[src/rtl/key_step_pulser.sv]
// Debounced single-step pulser for an active-low push-button: 2-FF sync -> debounce FSM -> one-cycle pulse.
// Define AUTO_REPEAT_EN to emit repeat pulses while the key stays held (REPEAT_DELAY, then every REPEAT_PERIOD).
module key_step_pulser #(
    parameter int DEBOUNCE_CYCLES = 500000,
    parameter int REPEAT_DELAY    = 25000000,
    parameter int REPEAT_PERIOD   = 5000000
) (
    input  logic        Clk,
    input  logic        Reset,
    input  logic        KeyN,
    output logic        StepPulse,
    output logic        Pressed,
    output logic [15:0] PressCount
);

    localparam int CNT_W = $clog2(DEBOUNCE_CYCLES);
    localparam logic [CNT_W-1:0] CNT_LAST = CNT_W'(DEBOUNCE_CYCLES - 1);

    localparam logic [1:0] S_IDLE      = 2'd0;
    localparam logic [1:0] S_PRESS_CHK = 2'd1;
    localparam logic [1:0] S_HELD      = 2'd2;
    localparam logic [1:0] S_REL_CHK   = 2'd3;

    logic             sync1_q, sync2_q;
    logic             kin;
    logic [1:0]       state_q, state_d;
    logic [CNT_W-1:0] cnt_q, cnt_d;
    logic             step_q, step_d;
    logic             pressed_q, pressed_d;
    logic [15:0]      count_q, count_d;
    logic             accept;
    logic             enter_held;
    logic             rep_fire;

    assign kin = ~sync2_q;

    always_comb begin
        state_d    = state_q;
        cnt_d      = cnt_q;
        accept     = 1'b0;
        enter_held = 1'b0;
        case (state_q)
            S_IDLE: begin
                if (kin) begin
                    state_d = S_PRESS_CHK;
                    cnt_d   = '0;
                end
            end
            S_PRESS_CHK: begin
                if (!kin) begin
                    state_d = S_IDLE;
                end else if (cnt_q == CNT_LAST) begin
                    state_d    = S_HELD;
                    accept     = 1'b1;
                    enter_held = 1'b1;
                end else begin
                    cnt_d = cnt_q + 1'b1;
                end
            end
            S_HELD: begin
                if (!kin) begin
                    state_d = S_REL_CHK;
                    cnt_d   = '0;
                end
            end
            S_REL_CHK: begin
                // A release bounce goes back to HELD silently; only a full stable low run ends the press.
                if (kin) begin
                    state_d    = S_HELD;
                    enter_held = 1'b1;
                end else if (cnt_q == CNT_LAST) begin
                    state_d = S_IDLE;
                end else begin
                    cnt_d = cnt_q + 1'b1;
                end
            end
            default: begin
                state_d = S_IDLE;
                cnt_d   = '0;
            end
        endcase
    end

`ifdef AUTO_REPEAT_EN
    localparam int RC_MAX = (REPEAT_DELAY > REPEAT_PERIOD) ? REPEAT_DELAY : REPEAT_PERIOD;
    localparam int RC_W   = $clog2(RC_MAX + 1);
    localparam logic [RC_W-1:0] DELAY_LAST  = RC_W'(REPEAT_DELAY - 1);
    localparam logic [RC_W-1:0] PERIOD_LAST = RC_W'(REPEAT_PERIOD - 1);

    logic [RC_W-1:0] rc_q, rc_d;
    logic            first_q, first_d;

    // rc only advances while HELD with the key still down; REL_CHK leaves it frozen.
    always_comb begin
        rc_d     = rc_q;
        first_d  = first_q;
        rep_fire = 1'b0;
        if (enter_held) begin
            rc_d    = '0;
            first_d = 1'b1;
        end else if (state_q == S_HELD && kin) begin
            if (first_q && rc_q == DELAY_LAST) begin
                rep_fire = 1'b1;
                rc_d     = '0;
                first_d  = 1'b0;
            end else if (!first_q && rc_q == PERIOD_LAST) begin
                rep_fire = 1'b1;
                rc_d     = '0;
            end else begin
                rc_d = rc_q + 1'b1;
            end
        end
    end

    always_ff @(posedge Clk) begin
        if (Reset) begin
            rc_q    <= '0;
            first_q <= 1'b1;
        end else begin
            rc_q    <= rc_d;
            first_q <= first_d;
        end
    end
`else
    logic [1:0] unused_repeat_cfg;
    assign unused_repeat_cfg = {REPEAT_DELAY[0], REPEAT_PERIOD[0]};
    assign rep_fire          = 1'b0;
`endif

    always_comb begin
        step_d    = accept | rep_fire;
        count_d   = step_d ? count_q + 16'd1 : count_q;
        pressed_d = (state_d == S_HELD) || (state_d == S_REL_CHK);
    end

    always_ff @(posedge Clk) begin
        if (Reset) begin
            sync1_q   <= 1'b1;
            sync2_q   <= 1'b1;
            state_q   <= S_IDLE;
            cnt_q     <= '0;
            step_q    <= 1'b0;
            pressed_q <= 1'b0;
            count_q   <= 16'd0;
        end else begin
            sync1_q   <= KeyN;
            sync2_q   <= sync1_q;
            state_q   <= state_d;
            cnt_q     <= cnt_d;
            step_q    <= step_d;
            pressed_q <= pressed_d;
            count_q   <= count_d;
        end
    end

    assign StepPulse  = step_q;
    assign Pressed    = pressed_q;
    assign PressCount = count_q;

endmodule

[config.mk]
export PLATFORM = sky130hd
export DESIGN_NAME = key_step_pulser
export DESIGN_NICKNAME = d
export VERILOG_FILES = /design/src/rtl/key_step_pulser.sv
export SDC_FILE = /design/constraint.sdc
export NUM_CORES = 1
export LEC_CHECK = 0
export CAP_MARGIN = 20
export CORE_ASPECT_RATIO = 0.5
export CORE_UTILIZATION = 40
export CTS_CLUSTER_SIZE = 8
export DETAILED_ROUTE_END_ITERATION = 8
export PLACE_DENSITY = 0.6
export SLEW_MARGIN = 20
export SYNTH_ARGS = -nofsm -noshare
export SYNTH_HDL_FRONTEND = slang
export SYNTH_SLANG_ARGS = --single-unit
[constraint.sdc]
create_clock -name Clk -period 2 [get_ports Clk]
set_input_delay 0.6 -clock Clk [delete_from_list [all_inputs] [get_ports Clk]]
set_output_delay 0.6 -clock Clk [all_outputs]
set_load 0.03 [all_outputs]
Word level (Yosys, flattened, before mapping). Cells that the tools add are included.

Bits in registers: 41. Input port bits: 3.

Add/sub/neg operators: 2. Equality and inequality tests: 10. Muxes and demuxes: 16. Reductions and logical operators: 3.

Operators with widths (number): $mux W19 (5); $pmux W19 S4 (1); $add A19 B1 Y19 const B (1); $eq A19 B19 Y1 const B (1); $add A16 B1 Y16 const B (1); $mux W2 (6); $eq A2 B2 Y1 const B (4); $ne A2 B2 Y1 const B (4); $pmux W2 S4 (1); $reduce_and A4 Y1 (1); $mux W1 (3); $eq A2 B1 Y1 const B (1); $logic_not A2 Y1 (1); $logic_or A1 B1 Y1 (1).

Logic depth before layout (Yosys ltp).
Depth in word-level cells: 6. Gate-level depth with buffers: 8. Gate-level depth less buffers: 6.

Worst setup path before layout. Ideal clock, no wire load.

Kind: reg2reg. Start: register count_q[0], in the netlist PressCount[0]. End: register count_q[15], in the netlist PressCount[15]. Library setup time: 0.070 ns. Data arrival time: 2.011 ns. Setup slack: -0.081 ns. Stages on the path, launching flop included: 6. Buffers on the path: 0. Clock period less this slack: 2.081 ns. Cells stage by stage: dfxtp_1 > or4bb_1 > nor4_4 > nand2_2 > or4_1 > a21oi_1.

Cells in the longest elaborated chain, start to end: 1.

RTL lines: start, declared (line 30) `logic [15:0] count_q, count_d;`; start signal, assigned (line 152) `count_q <= count_d;`; $add A16 B1 Y16 (line 132) `count_d = step_d ? count_q + 16'd1 : count_q;`.

No other way between the ends. A chain may end at the register's enable or synchronous reset.

Worst setup path after layout.
Start: register cnt_q[10]. End: register count_q[15], in the netlist PressCount[15].

Cells in the longest elaborated chain, start to end: 4.

RTL lines: start, declared (line 27) `logic [CNT_W-1:0] cnt_q, cnt_d;`; start signal, assigned (line 149) `cnt_q <= cnt_d;`; $eq A19 B19 Y1 (line 52) `end else if (cnt_q == CNT_LAST) begin`; $mux W1 (line 52); $mux W1 (line 50) `if (!kin) begin`; $mux W1 (line 42) `case (state_q)`.

No other way between the ends.

==> impl_metrics.ini <==
[power_and_ir_drop]
max-vdd-ir-drop_uv = 341
power.density_nw_per_um2 = 527
power.leakage_uw = 0.00112

[yosys]
ys.flop_type = dfxtp_1
netlist_top_cells_area = dfxtp_1, a21oi_1, nor2_1
synth_edf_count = 0
yosys_warnings = 0
ys_seq_elements = 41
syn_avg_cell_area_sq_um = 8.23
ys_types = 43
syn_inst = 247
netlist.area_leader.share_pct = 40.4
async_flop_share_pct = 0
synth_nets = 252
synth.cell_area_sq_um = 2030
yosys.area.top_type = dfxtp_1
ys_seq_area_share_pct = 40.4

[cts]
root_buffer = clkbuf_8
clk_path_buf_depth = 2
cts_buffers = 5
htreeDepth = 2
clk_pin_slew_ns = 0.09
clock_latency_ns = 0.30
cts_tree = done
hold_buffers = 0
clock_sinks = 41

[worst_setup_path]
critPathKind = reg2reg
worst-path-buf-inv = 0
worst_path_largest_cell_delay_ns = 0.56
path_depth = 5
cp_cell_sequence = or4b_4 -> nor4_4 -> nand2_2 -> or4_4 -> a21oi_2
cp_data_arrival_time_ns = 2.20
start_kind = register
worst-path-max-fanout = 7
required_ns = 2.24
crit_family = simple AND/OR/NAND/NOR gates
worstRegToRegCells = 5
cp_slowest_cell = or4b_4
critPathCaptureType = register

[route]
drc = 0
ant_nets = 0
viasPerCell = 5.54
vias = 2056
first_pass_iters = 4
wl_per_cell_microns = 14.4
drt_iter0_markers = 69
wirelength_microns = 5360

[placement]
hpwl_microns = 3910
dpl_worst_slack_ns = -0.0319
place.gp.congestion = 0.908
port_buffers = 20
place_area_sq_um = 2550

[global_routing]
grt_overflow = 0
track_usage_pct = 22.1
grt_pass1_vias = 1847
antenna_found_initial = 0
grt_max_degree = 16
grt_pass1_wl_microns = 8880

[timing]
hold_violations = 0
rsz0062_at_grt = yes
period_needed_ns = 1.96
fin_worst_skew_ns = 0.0124
slew_headroom_pct = 70.9
timing.final.ws_setup_ns = 0.0402
tightest_slew_ns = 0.430
post-route-period-util_pct = 98.0
tns_ns = 0
finalSetupViolations = 0
whs_ns = 0.419
max_freq_mhz = 510
drv_slew = 0

[cells_and_area]
fillers = 464
final_cell_mix = buf_4, dfxtp_1, nor2_1
fin_nets = 309
final_area_sq_um = 2740
multi_input_area_sq_um = 1180
final_common_cell = buf_4
drive_above_1_share_pct = 26.2
area_delta_synth_final_pct = 34.9
n_antenna_cell = 0
regArea_sq_um = 828

[floorplan]
start_util_pct = 43.8
core-area_sq_um = 4640
dieArea_sq_um = 5390
ioPinCount = 21
rows = 17
die_w_microns = 103
die_height_microns = 52.4

[hold_path]
min_path_cells = 1
hold_class = reg2reg

[outcome]
status = finished clean

[run]
drv_cap = 0
[per-layer routing]
metal	up-vias	track usage [%]	routed length, microns
met5	-	0	0
met4	0	6.10	33
met3	4	6.40	343
met2	52	35.6	2460
met1	988	29.0	2520
li1	1012	-	-
[worst register-to-register path, stage by stage (launching register included)]
cell and delay [ns]:
dfxtp_1 0.32, or4b_4 0.56, nor4_4 0.25, nand2_2 0.14
or4_4 0.50, a21oi_2 0.13
[state kept, by name, summed over array words and instances, names as in the netlist]
signal and cells:
PressCount 16, sync2_q 1, sync1_q 1, Pressed 1
StepPulse 1, cnt_q 19, state_q 2
[report_power, final]
group	total, uW	switching, uW	internal, uW
clock	567	319	248
combinational	59.5	34.5	25.0
sequential	818	1.04	817
total	1440	355	1090
[repair_timing]
action / 4_1_cts / 5_1_grt
gates resized for setup: 12 / 18
pin swaps: 3 / 5
buffers inserted: 5 / 1
endpoints found under the setup margin: 16 / 19
[final cells by class]
cell class | instances | share of cell area, %
clock inverter | 3 | 0.776
tap | 66 | 3.01
multi-input combinational | 186 | 43.2
sequential | 41 | 30.2
inverter | 8 | 1.10
clock buffer | 5 | 2.51
timing repair buffer | 62 | 19.2
[Yosys cell counts (5+ instances only)]
library cell  number
nor4_1             5
nor2_1            25
nor3_1             5
or3_1             11
nand4_1           13
clkbuf_1           9
or2_2              5
xor2_1             6
or4_1              6
o21ai_0           18
nand3_1           11
inv_1              7
nand2_1           12
dfxtp_1           41
a21oi_1           27
[cells by family after synthesis]
family          synth area share, %
simple gates                   34.2
compound gates                 14.2
flops                          40.4
buf+inv                        4.00
xor+xnor                       3.88
mux                            2.16
fa+ha+maj                      1.23
[through the flow]
stage / util (%) / instances / power [uW]
final: 59.1 / 371 / 1440
after detailed placement: 55.0 / 357 / 894
after CTS: 57.6 / 370 / 1450
after global routing: 59.1 / 371 / 1510
after floorplan: - / 247 / 868
after global placement: 55.0 / 357 / 893
[final timing paths]
kind             start        endpoint  slack, ns
min            sync1_q         sync2_q       0.42
max reg2reg  cnt_q[10]  PressCount[15]       0.04
min reg2reg    sync1_q         sync2_q       0.42
max          cnt_q[10]  PressCount[15]       0.04
Note: power is estimated with default switching activity, not from simulation.
